--- src/rtl/rstmgr_pwr_resp_pkg.sv ---
// Shared types for the reset-manager power-manager responder: cause and domain
// count come from the power manager, the per-domain state enum from the reset manager.
package pwrmgr_pkg;
    localparam int unsigned PowerDomains = 2;

    typedef enum logic [1:0] {
        ResetNone      = 2'd0,
        LowPwrEntry    = 2'd1,
        HwReq          = 2'd2,
        ResetUndefined = 2'd3
    } reset_cause_e;
endpackage

package rstmgr_pkg;
    typedef enum logic [2:0] {
        Asserted   = 3'd0,
        LcRelWait  = 3'd1,
        LcOn       = 3'd2,
        SysRelWait = 3'd3,
        Active     = 3'd4
    } rst_resp_state_e;
endpackage

--- src/rtl/rstmgr_pwr_resp_if.sv ---
// Power-manager <-> reset-manager request/status bundle; master is the power
// manager side, slave is the reset-manager responder.
interface rstmgr_pwr_resp_if #(
    parameter int unsigned NumRstReqs = 2
) ();
    localparam int unsigned Doms = pwrmgr_pkg::PowerDomains;

    logic [Doms-1:0]           rst_lc_req_i;
    logic [Doms-1:0]           rst_sys_req_i;
    pwrmgr_pkg::reset_cause_e  reset_cause_i;
    logic [NumRstReqs-1:0]     rstreqs_i;
    logic                      info_clr_i;
    logic [Doms-1:0]           rst_lc_src_no;
    logic [Doms-1:0]           rst_sys_src_no;
    logic [NumRstReqs:0]       reset_info_o;
    logic                      reset_info_vld_o;
    logic                      err_o;

    modport master (
        output rst_lc_req_i, rst_sys_req_i, reset_cause_i, rstreqs_i, info_clr_i,
        input  rst_lc_src_no, rst_sys_src_no, reset_info_o, reset_info_vld_o, err_o
    );

    modport slave (
        input  rst_lc_req_i, rst_sys_req_i, reset_cause_i, rstreqs_i, info_clr_i,
        output rst_lc_src_no, rst_sys_src_no, reset_info_o, reset_info_vld_o, err_o
    );
endinterface

--- src/rtl/rstmgr_pwr_resp_dom.sv ---
// One power domain: ordered, stretched LC-then-SYS release with immediate
// assertion; flags the events that should capture reset info.
module rstmgr_pwr_resp_dom
    import rstmgr_pkg::*;
#(
    parameter int unsigned StretchCycles = 8
) (
    input  logic clk,
    input  logic rst_n,
    input  logic lc_req,
    input  logic sys_req,
    output logic lc_src_n,
    output logic sys_src_n,
    output logic capture_c
);
    localparam int unsigned CntW = $clog2(StretchCycles + 1);

    rst_resp_state_e  state_q;
    logic [CntW-1:0]  cnt_q;
    logic             cnt_done_c;
    logic [CntW-1:0]  cnt_inc_c;

    assign cnt_done_c = (cnt_q == CntW'(StretchCycles - 1));
    assign cnt_inc_c  = (cnt_q == CntW'(StretchCycles)) ? cnt_q : cnt_q + CntW'(1);

    // Entry into Asserted, or a SYS-only re-assertion from a released SYS.
    assign capture_c = (lc_req && (state_q != Asserted)) ||
                       (!lc_req && sys_req && ((state_q == SysRelWait) || (state_q == Active)));

    always_ff @(posedge clk or negedge rst_n) begin
        if (!rst_n) begin
            state_q   <= Asserted;
            cnt_q     <= '0;
            lc_src_n  <= 1'b0;
            sys_src_n <= 1'b0;
        end else if (lc_req) begin
            state_q   <= Asserted;
            cnt_q     <= '0;
            lc_src_n  <= 1'b0;
            sys_src_n <= 1'b0;
        end else begin
            case (state_q)
                Asserted: begin
                    state_q <= LcRelWait;
                    cnt_q   <= '0;
                end
                LcRelWait: begin
                    if (cnt_done_c) begin
                        state_q  <= LcOn;
                        cnt_q    <= '0;
                        lc_src_n <= 1'b1;
                    end else begin
                        cnt_q <= cnt_inc_c;
                    end
                end
                LcOn: begin
                    if (!sys_req) begin
                        state_q <= SysRelWait;
                        cnt_q   <= '0;
                    end
                end
                SysRelWait: begin
                    if (sys_req) begin
                        state_q   <= LcOn;
                        cnt_q     <= '0;
                        sys_src_n <= 1'b0;
                    end else if (cnt_done_c) begin
                        state_q   <= Active;
                        cnt_q     <= '0;
                        sys_src_n <= 1'b1;
                    end else begin
                        cnt_q <= cnt_inc_c;
                    end
                end
                Active: begin
                    if (sys_req) begin
                        state_q   <= LcOn;
                        cnt_q     <= '0;
                        sys_src_n <= 1'b0;
                    end
                end
                default: begin
                    state_q   <= Asserted;
                    cnt_q     <= '0;
                    lc_src_n  <= 1'b0;
                    sys_src_n <= 1'b0;
                end
            endcase
        end
    end
endmodule

--- src/rtl/rstmgr_pwr_resp.sv ---
// Reset-manager responder to power-manager reset requests: per-domain release
// sequencing, sticky protocol error, optional reset info (RSTMGR_PWR_RESP_INFO_EN).
module rstmgr_pwr_resp
    import pwrmgr_pkg::*;
    import rstmgr_pkg::*;
#(
    parameter int unsigned NumRstReqs    = 2,
    parameter int unsigned StretchCycles = 8
) (
    input logic                clk_i,
    input logic                rst_ni,
    rstmgr_pwr_resp_if.slave   bus
);
    localparam int unsigned Stretch = (StretchCycles < 1) ? 1 : StretchCycles;

    logic [PowerDomains-1:0] lc_src_n;
    logic [PowerDomains-1:0] sys_src_n;
    logic [PowerDomains-1:0] capture_c;
    logic                    err_q;

    for (genvar d = 0; d < int'(PowerDomains); d++) begin : g_dom
        rstmgr_pwr_resp_dom #(
            .StretchCycles (Stretch)
        ) u_dom (
            .clk       (clk_i),
            .rst_n     (rst_ni),
            .lc_req    (bus.rst_lc_req_i[d]),
            .sys_req   (bus.rst_sys_req_i[d]),
            .lc_src_n  (lc_src_n[d]),
            .sys_src_n (sys_src_n[d]),
            .capture_c (capture_c[d])
        );
    end

    assign bus.rst_lc_src_no  = lc_src_n;
    assign bus.rst_sys_src_no = sys_src_n;

    // SYS released while LC still requested is a protocol violation; sticky to reset.
    always_ff @(posedge clk_i or negedge rst_ni) begin
        if (!rst_ni) begin
            err_q <= 1'b0;
        end else begin
            err_q <= err_q | (|(bus.rst_lc_req_i & ~bus.rst_sys_req_i));
        end
    end

    assign bus.err_o = err_q;

`ifdef RSTMGR_PWR_RESP_INFO_EN
    logic [NumRstReqs:0] info_q;
    logic [NumRstReqs:0] cause_bits_c;
    logic [NumRstReqs:0] info_d_c;
    logic                vld_q;

    always_comb begin
        cause_bits_c = '0;
        case (bus.reset_cause_i)
            LowPwrEntry: cause_bits_c[0] = 1'b1;
            HwReq:       cause_bits_c    = {bus.rstreqs_i, 1'b0};
            default:     cause_bits_c    = '0;
        endcase
    end

    // A recording capture takes priority over a same-cycle clear.
    always_comb begin
        info_d_c = info_q;
        if ((|capture_c) && (|cause_bits_c)) begin
            info_d_c = info_q | cause_bits_c;
        end else if (bus.info_clr_i) begin
            info_d_c = '0;
        end
    end

    always_ff @(posedge clk_i or negedge rst_ni) begin
        if (!rst_ni) begin
            info_q <= '0;
            vld_q  <= 1'b0;
        end else begin
            info_q <= info_d_c;
            vld_q  <= |info_d_c;
        end
    end

    assign bus.reset_info_o     = info_q;
    assign bus.reset_info_vld_o = vld_q;
`else
    logic unused_info;

    assign unused_info          = ^{2'(bus.reset_cause_i), bus.rstreqs_i, bus.info_clr_i, capture_c};
    assign bus.reset_info_o     = '0;
    assign bus.reset_info_vld_o = 1'b0;
`endif
endmodule

--- src/flat_wrapper.sv ---
// flat-port wrapper written by rule: the top's interface ports become plain ports
module rstmgr_pwr_resp_flat import pwrmgr_pkg::*; import rstmgr_pkg::*;
#(
    parameter int unsigned NumRstReqs    = 2,
    parameter int unsigned StretchCycles = 8
)
  (clk_i, rst_ni, bus_rst_lc_req_i, bus_rst_sys_req_i, bus_reset_cause_i, bus_rstreqs_i, bus_info_clr_i, bus_rst_lc_src_no, bus_rst_sys_src_no, bus_reset_info_o, bus_reset_info_vld_o, bus_err_o);
  rstmgr_pwr_resp_if #(.NumRstReqs(NumRstReqs)) bus_i ();
  input logic clk_i;
  input logic rst_ni;
  input wire logic [$bits(bus_i.rst_lc_req_i)-1:0] bus_rst_lc_req_i;
  input wire logic [$bits(bus_i.rst_sys_req_i)-1:0] bus_rst_sys_req_i;
  input wire logic [$bits(bus_i.reset_cause_i)-1:0] bus_reset_cause_i;
  input wire logic [$bits(bus_i.rstreqs_i)-1:0] bus_rstreqs_i;
  input wire logic [$bits(bus_i.info_clr_i)-1:0] bus_info_clr_i;
  output wire logic [$bits(bus_i.rst_lc_src_no)-1:0] bus_rst_lc_src_no;
  output wire logic [$bits(bus_i.rst_sys_src_no)-1:0] bus_rst_sys_src_no;
  output wire logic [$bits(bus_i.reset_info_o)-1:0] bus_reset_info_o;
  output wire logic [$bits(bus_i.reset_info_vld_o)-1:0] bus_reset_info_vld_o;
  output wire logic [$bits(bus_i.err_o)-1:0] bus_err_o;
  assign bus_i.rst_lc_req_i = bus_rst_lc_req_i;
  assign bus_i.rst_sys_req_i = bus_rst_sys_req_i;
  assign bus_i.reset_cause_i = bus_reset_cause_i;
  assign bus_i.rstreqs_i = bus_rstreqs_i;
  assign bus_i.info_clr_i = bus_info_clr_i;
  assign bus_rst_lc_src_no = bus_i.rst_lc_src_no;
  assign bus_rst_sys_src_no = bus_i.rst_sys_src_no;
  assign bus_reset_info_o = bus_i.reset_info_o;
  assign bus_reset_info_vld_o = bus_i.reset_info_vld_o;
  assign bus_err_o = bus_i.err_o;
  rstmgr_pwr_resp #(.NumRstReqs(NumRstReqs), .StretchCycles(StretchCycles)) u_core (.clk_i(clk_i), .rst_ni(rst_ni), .bus(bus_i));
endmodule
--- config.mk ---
export PLATFORM = sky130hd
export DESIGN_NAME = rstmgr_pwr_resp_flat
export DESIGN_NICKNAME = d
export VERILOG_FILES = /design/src/rtl/rstmgr_pwr_resp_pkg.sv /design/src/rtl/rstmgr_pwr_resp_if.sv /design/src/rtl/rstmgr_pwr_resp_dom.sv /design/src/rtl/rstmgr_pwr_resp.sv /design/src/flat_wrapper.sv
export SDC_FILE = /design/constraint.sdc
export NUM_CORES = 1
export LEC_CHECK = 0
export ABC_AREA = 0
export BUFFER_PORTS_ARGS = -buffer_cell sky130_fd_sc_hd__buf_2
export CAP_MARGIN = 25
export CORE_MARGIN = 8
export CORE_UTILIZATION = 35
export DETAILED_ROUTE_END_ITERATION = 10
export GPL_TIMING_DRIVEN = 0
export HOLD_SLACK_MARGIN = 0.05
export SETUP_SLACK_MARGIN = 0.1
export SLEW_MARGIN = 40
export SYNTH_ARGS = -nofsm -noshare
export SYNTH_HDL_FRONTEND = slang
export SYNTH_HIERARCHICAL = 1
export SYNTH_SLANG_ARGS = --single-unit
--- constraint.sdc ---
create_clock -name clk_i -period 1.7 [get_ports clk_i]
set_input_delay 0.255 -clock clk_i [delete_from_list [all_inputs] [get_ports clk_i]]
set_output_delay 0.255 -clock clk_i [all_outputs]
set_load 0.03 [all_outputs]
Word-level counts from Yosys, hierarchy flattened
Index checks and enable logic that the tools add are counted.

word-level totals
  register bits after elaboration = 19
  input bits = 11
  output and inout port bits = 9
  logic and storage cells = 95

cells by class
  add/subtract/negate cells = 2
  eq/ne operators = 24
  multiplexer cells = 42
  bitwise operators = 3
  reduce and logical (&&, ||, !) cells = 15

operator list
  cell                                                   number
  two-way mux 4 bit                                      12
  two-way mux 3 bit                                      12
  one-hot mux 4 bit (4 select lines)                     2
  one-hot mux 3 bit (5 select lines)                     2
  inequality test 3 bit, second input constant           6
  equality test 3 x 2 -> 1 bit, second input constant    4
  two-way mux 1 bit                                      10
  adder 4 x 1 -> 4 bit, second input constant            2
  equality test 4 x 3 -> 1 bit, second input constant    2
  equality test 4 bit, second input constant             2
  inequality test 2 x 1 -> 1 bit, second input constant  4
  inequality test 4 bit, second input constant           2
  AND reduction 2 bit                                    4
  AND reduction 4 bit                                    2
  OR reduction 4 bit                                     2
  equality test 3 x 1 -> 1 bit, second input constant    2
  equality test 3 bit, second input constant             2
  logical NOT 3 bit                                      2
  one-hot mux 1 bit (3 select lines)                     2
  AND reduction 3 bit                                    2
  OR reduction 3 bit                                     2
  one-hot mux 1 bit (2 select lines)                     2
  bitwise AND 2 bit                                      1
  NOT 2 bit                                              1
  other kinds (2)                                        2

Logic depth before layout (Yosys ltp)
Gate-level depths: netlist of run 1.

  word-level depth = 6
  mapped depth = 5
  mapped depth without buffers = 5

Cells and area by module
The synthesis of run 1 kept the hierarchy.

modules (own cells, without submodules)
  module               times used  cells each  area each (um^2)
  rstmgr_pwr_resp_dom  2           67          613.1
  rstmgr_pwr_resp      1           9           76.3

Worst setup path before layout of run 1
OpenSTA, ideal clock, no wires.

  path kind = register to register
  start point = reg u_core.g_dom[0].u_dom.cnt_q[0]
  end point = reg u_core.g_dom[0].u_dom.cnt_q[0]
  setup time = 0.080 ns
  data arrival time = 1.471 ns
  path slack = 0.149 ns
  cell stages (with the launch flop) = 6
  clock period less this slack = 1.551 ns
  path through = dfrtp_1 > ha_1 > and3b_1 > buf_6 > or4b_4 > o211ai_2

on the way
  word-level cells in the longest chain between the ends = 6
  elaborated cells between the ends (all ways) = 8

RTL lines
  item                                                         RTL line                                              text
  start: declaration                                           rstmgr_pwr_resp_dom.sv:19                             logic [CntW-1:0] cnt_q;
  start signal: assignment                                     rstmgr_pwr_resp_dom.sv:53                             cnt_q <= cnt_inc_c;
  start signal: assignment                                     rstmgr_pwr_resp_dom.sv:72                             cnt_q <= cnt_inc_c;
  adder 4 x 1 -> 4 bit or equality test 4 bit (tied branches)  rstmgr_pwr_resp_dom.sv:24                             assign cnt_inc_c = (cnt_q == CntW'(StretchCycles)) ? cnt_q : cnt_q + CntW'(1);
  two-way mux 4 bit                                            rstmgr_pwr_resp_dom.sv:24
  two-way mux 4 bit (*)                                        rstmgr_pwr_resp_dom.sv:48, rstmgr_pwr_resp_dom.sv:67
  two-way mux 4 bit                                            rstmgr_pwr_resp_dom.sv:63                             if (sys_req) begin
  one-hot mux 4 bit (4 select lines) (*)                       rstmgr_pwr_resp_dom.sv:42                             case (state_q)
  two-way mux 4 bit (*)                                        rstmgr_pwr_resp_dom.sv:36                             end else if (lc_req) begin

Every way passes the cells marked *; elsewhere a longest branch is shown, timed or not.
A chain may end at the register's enable or synchronous reset.

Final worst setup path of run 1
  start point = reg u_core.g_dom[1].u_dom.cnt_q[0]
  end point = reg u_core.g_dom[1].u_dom.cnt_q[0]

on the way
  word-level cells in the longest chain between the ends = 6
  elaborated cells between the ends (all ways) = 8

RTL lines
  item                                                         RTL line
  start: declaration                                           rstmgr_pwr_resp_dom.sv:19
  start signal: assignment                                     rstmgr_pwr_resp_dom.sv:53
  start signal: assignment                                     rstmgr_pwr_resp_dom.sv:72
  adder 4 x 1 -> 4 bit or equality test 4 bit (tied branches)  rstmgr_pwr_resp_dom.sv:24
  two-way mux 4 bit                                            rstmgr_pwr_resp_dom.sv:24
  two-way mux 4 bit (*)                                        rstmgr_pwr_resp_dom.sv:48, rstmgr_pwr_resp_dom.sv:67
  two-way mux 4 bit                                            rstmgr_pwr_resp_dom.sv:63
  one-hot mux 4 bit (4 select lines) (*)                       rstmgr_pwr_resp_dom.sv:42
  two-way mux 4 bit (*)                                        rstmgr_pwr_resp_dom.sv:36

Marked as above.

==> out/qor.yml, run 1 <==
status: "complete, no violations"
hold_path_class: "in2reg"
dp_hpwl_um: 1880
crit_buf_inv: 1
crit_start: "u_core/g_dom[1].u_dom/cnt_q[0]"
htreeDepth: 1
fin_crit_ns: 1.59
vias: 1124
hold_violations: 0
grt_overflow: 0
layoutNonFillerInstCount: 212
place_inst: 200
holdWs_ns: 0.189
worstSetupPathType: "reg2reg"
final-setup-viol-count: 0
p_clk_share_pct: 29.4
intPower_mw: 0.589
antenna_cells: 0
die_w_um: 76.2
timing.final.crit_share_pct: 93.6
cap_violations: 0
cp_slowest_cell: "or4b_4"
place_ws_ns: 0.0734
max_clock_freq_mhz: 628
ant_nets: 0
switchingPower_mw: 0.229
timing.rr.start: "u_core/g_dom[1].u_dom/cnt_q[0]"
cts_root_buffer: "clkbuf_4"
power_frac_comb_pct: 13.8
fillCellCount: 384
cp_top_family: "simple AND/OR/NAND/NOR gates"
drv_slew: 0
grt_pass1_vias: 1022
layout_setup_ws_ns: 0.108
p_leak_nw: 0.693
utilization_pct: 41.8
cts_buffer_depth: 2
clkSlewWorstSetupHoldPaths_ns: 0.12
drt-total-wl_um: 2770
rows: 22
grt_max_degree: 20
pwr-share-seq_pct: 56.8
path_max_fanout: 5
io_buffer_count: 10
final_nets: 180
end_kind: "flop"
cp_cell_sequence: "ha_2, and3b_1, buf_6, or4b_4, o211ai_2"
final_common_cell: "dfrtp_1"
cp-start-kind: "flop"
cp-endpoint: "u_core/g_dom[1].u_dom/cnt_q[0]"
grt_pass1_wl_um: 4580
worst_ep_required_time_ns: 1.94
worstPathArrival_ns: 1.83
track_usage_pct: 9.02
floorplan.die_area_mm2: 0.00580
area_delta_synth_final_pct: 18.1
antenna_found_initial: 0
place_congestion: 0.792
cts_buffers: 3
vdd_drop_max_mv: 0.246
drt_first_pass_iters: 4
r2r_cells: 5
synth_warnings: 6
fin_setup_tns_ns: 0
rsz0062_at_grt: "true"
cts.sinks: 19
start_util_pct: 35.4
place_area_mm2: 0.00139
power.total_mw: 0.818
slowest_delay_ns: 0.51
drtIter0Drc: 17
clk_latency_ns: 0.30
path_depth: 5
finClkSkew_ns: 0.00584
r2r-end: "u_core/g_dom[1].u_dom/cnt_q[0]"
drc_errors: 0
sw_frac_of_total_pct: 28.0
syn_area_mm2: 0.00127
core_area_mm2: 0.00358
avgRoutedWirePerCell_um: 13.1
mostFrequentLayoutCells: "19 x dfrtp_1, 14 x buf_2, 14 x inv_1"
final_area_mm2: 0.00150
die_h_um: 76.2
cts_tree: "built"
synth_area_per_cell_um2: 9.12
synthesis.instances: 139
via_per_inst: 5.30
ios: 20
powerDensity_mw_per_mm2: 547
drive_above_1_share_pct: 26.2
reg2reg_slack_ns: 0.11
[timing repair]
| item | CTS | global route |
|---|---|---|
| setup endpoints to repair | 2 | 3 |
| endpoints found under the hold margin | 19 | 0 |
| hold buffers | 1 | 0 |
| buffers inserted | 2 | 5 |
| resized for setup | 2 | 5 |
| pin swaps | 0 | 4 |
[how the worst min path moves through the flow]
stage / startpoint / slack [ns] / endpoint / cells past startpoint
3_5_place_dp: rst_ni / 0.24 / u_core/g_dom[1].u_dom/cnt_q[3] / 1
3_3_place_gp: rst_ni / 0.22 / u_core/g_dom[1].u_dom/cnt_q[3] / 1
6_report: bus_rst_lc_req_i[1] / 0.19 / u_core/bus.err_o / 2
2_1_floorplan: rst_ni / -0.04 / u_core/bus.err_o / 0
5_1_grt: bus_rst_lc_req_i[1] / 0.19 / u_core/bus.err_o / 2
4_1_cts: bus_rst_lc_req_i[1] / 0.19 / u_core/bus.err_o / 2
[registers in the layout, indices dropped and copies added, names as in the netlist]
register,flops
u_core/bus.err_o,1
u_core/g_dom.u_dom/sys_src_n,2
u_core/g_dom.u_dom/cnt_q,8
u_core/g_dom.u_dom/state_q,6
u_core/g_dom.u_dom/lc_src_n,2
[worst reg2reg max path: cells and delay by family (launching register included)]
family                   cells  cell delay (ns)
AND/OR/NAND/NOR              2             0.68
flip-flops                   1             0.44
adder cells (fa/ha/maj)      1             0.20
buffers and inverters        1             0.13
AO/OA/AOI/OAI                1             0.08
[layout make-up]
type                       instances  area [um^2]  share of cell area (%)
clock inverter                     1         5.00                   0.334
inverter                          16         60.1                    4.01
multi-input combinational         91          662                    44.2
timing repair buffer              18          116                    7.78
tap                               48         60.1                    4.01
clock buffer                       3         22.5                    1.51
sequential                        19          475                    31.8
buffer                            16         95.1                    6.35
[routing by layer]
| metal | vias to the layer above | track usage (%) | routed length (um) |
|---|---|---|---|
| met5 | - | 0 | 0 |
| met3 | 4 | 2.24 | 114 |
| met2 | 25 | 14.3 | 1320 |
| met4 | 0 | 2.31 | 23 |
| met1 | 546 | 11.8 | 1320 |
| li1 | 549 | - | - |
[power groups by stage]
stage | Combinational [mW] | Sequential (mW) | Clock (mW)
final | 0.113 | 0.465 | 0.240
after detailed placement | 0.104 | 0.473 | 0
after CTS | 0.111 | 0.464 | 0.255
after floorplan | 0.0714 | 0.472 | 0
after global placement | 0.0999 | 0.473 | 0
after global routing | 0.125 | 0.466 | 0.274
Power figures use the tool's default switching activity.
==> inputs of run 2 (changes only) <==
--- a/config.mk
+++ b/config.mk
@@ -13,7 +13,7 @@
 export DETAILED_ROUTE_END_ITERATION = 10
 export GPL_TIMING_DRIVEN = 0
 export HOLD_SLACK_MARGIN = 0.05
-export SETUP_SLACK_MARGIN = 0.1
+export SETUP_SLACK_MARGIN = 0.5
 export SLEW_MARGIN = 40
 export SYNTH_ARGS = -nofsm -noshare
 export SYNTH_HDL_FRONTEND = slang
==> run 2 against run 1 <==
Net effect:
- power up 3.8%
- hold slack better by 0.0017 ns
- critical path depth unchanged
- clock power up 3%
- die area unchanged
- fmax up 0.47%
- first-iteration DRC count rose to 2.8 times the previous value
- worst setup slack better by 0.0075 ns
- non-clock buffer count up 8
- cell count up 3.8%
- cell area up 18%
- sequential power about the same
- critical path type unchanged
- highest routed layer is now met3
==> out/qor.yml, run 2 (synthesized netlist as in run 1, its figures left out) <==
worstPathArrival_ns: 1.83
die_w_um: 76.2
final-setup-viol-count: 0
powerDensity_mw_per_mm2: 480
path_max_fanout: 6
grt_pass1_wl_um: 4840
hold_path_class: "in2reg"
crit_start: "u_core/g_dom[1].u_dom/cnt_q[0]"
place_area_mm2: 0.00144
ant_nets: 0
cts_buffers: 3
cap_violations: 0
place_congestion: 0.760
core_area_mm2: 0.00358
switchingPower_mw: 0.246
vdd_drop_max_mv: 0.392
final_area_mm2: 0.00177
finClkSkew_ns: 0.00998
timing.rr.start: "u_core/g_dom[1].u_dom/cnt_q[0]"
rsz0062_at_grt: "true"
io_buffer_count: 10
pwr-share-seq_pct: 55.0
slowest_delay_ns: 0.48
status: "complete, no violations"
ios: 20
intPower_mw: 0.603
drv_slew: 0
hold_violations: 0
cp_top_family: "simple AND/OR/NAND/NOR gates"
start_util_pct: 35.4
final_common_cell: "dfrtp_1"
fin_crit_ns: 1.58
min_from: "bus_rst_lc_req_i[1]"
cp_cell_sequence: "ha_4, and3b_1, buf_6, or4b_4, o211ai_2"
rows: 22
cts_buffer_depth: 2
p_clk_share_pct: 29.1
largest_reg_flops: 8
dp_hpwl_um: 1900
antenna_found_initial: 0
cts_tree: "built"
power_frac_comb_pct: 15.9
vias: 1147
avgRoutedWirePerCell_um: 13.8
end_kind: "flop"
track_usage_pct: 9.70
clkSlewWorstSetupHoldPaths_ns: 0.12
cp_slowest_cell: "or4b_4"
clk_latency_ns: 0.31
drt-total-wl_um: 3040
regMostFlops: "u_core/g_dom.u_dom/cnt_q"
timing.final.crit_share_pct: 93.2
die_h_um: 76.2
grt_max_degree: 20
fin_setup_tns_ns: 0
worst_ep_required_time_ns: 1.94
final_nets: 188
reg_top3: "u_core/g_dom.u_dom/cnt_q x8, u_core/g_dom.u_dom/state_q x6"
drc_errors: 0
via_per_inst: 5.21
cts_root_buffer: "clkbuf_4"
drtIter0Drc: 47
cp-start-kind: "flop"
grt_overflow: 0
grt_pass1_vias: 1065
cts.sinks: 19
drive_above_1_share_pct: 43.6
floorplan.die_area_mm2: 0.00580
worstSetupPathType: "reg2reg"
utilization_pct: 49.4
holdWs_ns: 0.191
htreeDepth: 1
area_delta_synth_final_pct: 39.6
mostFrequentLayoutCells: "17 x dfrtp_1, 14 x buf_4, 13 x inv_1"
max_clock_freq_mhz: 631
sw_frac_of_total_pct: 29.0
crit_buf_inv: 1
p_leak_nw: 0.788
drt_first_pass_iters: 4
antenna_cells: 0
==> run 2: final cells by class <==
type	count	area, um^2
plain buffers	16	156
inverters	16	60.1
multi-input cells	91	778
clock inverters	1	5.00
repair buffers	26	209
well taps	48	60.1
clock buffers	3	22.5
fillers	329	1810
flip-flops and latches	19	478
==> run 2: path summary, 6_finish.rpt <==
path / depth (start not counted) / endpoint / slack (ns)
setup / recovery: 5 / u_core/g_dom[1].u_dom/cnt_q[0] / 0.12
hold / removal: 2 / u_core/bus.err_o / 0.19
setup reg to reg: 5 / u_core/g_dom[1].u_dom/cnt_q[0] / 0.12
hold reg to reg: 1 / u_core/bus.err_o / 0.50
max in group asynchronous: 2 / u_core/g_dom[1].u_dom/state_q[2] / 0.96
min in group asynchronous: 2 / u_core/g_dom[0].u_dom/cnt_q[2] / 0.40
==> run 2: power groups by stage <==
stage                     logic [mW]  clock network, mW  registers [mW]
final                          0.135              0.247           0.467
after global routing           0.149              0.276           0.468
after CTS                      0.114              0.263           0.465
after detailed placement       0.106                  0           0.473
after global placement         0.102                  0           0.473
after floorplan               0.0727                  0           0.472
==> run 2: what timing repair did <==
action	4_1_cts	5_1_grt
setup buffers	8	7
setup endpoints to repair	19	20
gates cloned	0	0
hold buffers	1	0
gates resized for setup	17	33
hold endpoints to repair	19	0
pin swaps	12	20
==> run 2: stage by stage <==
stage / total power [mW] / worst slack [ns] / cells
after floorplan: 0.545 / 0.229 / 142
after global placement: 0.575 / 0.154 / 200
after detailed placement: 0.579 / 0.120 / 200
after CTS: 0.843 / 0.112 / 213
after global routing: 0.893 / 0.0767 / 220
final: 0.849 / 0.116 / 220
==> run 2: metal layers <==
metal / global-route usage, % / part of all wire [%]
met1: 11.3 / 43
met4: 1.73 / 0
met2: 17.0 / 52
met5: 0 / 0
met3: 3.07 / 4.8
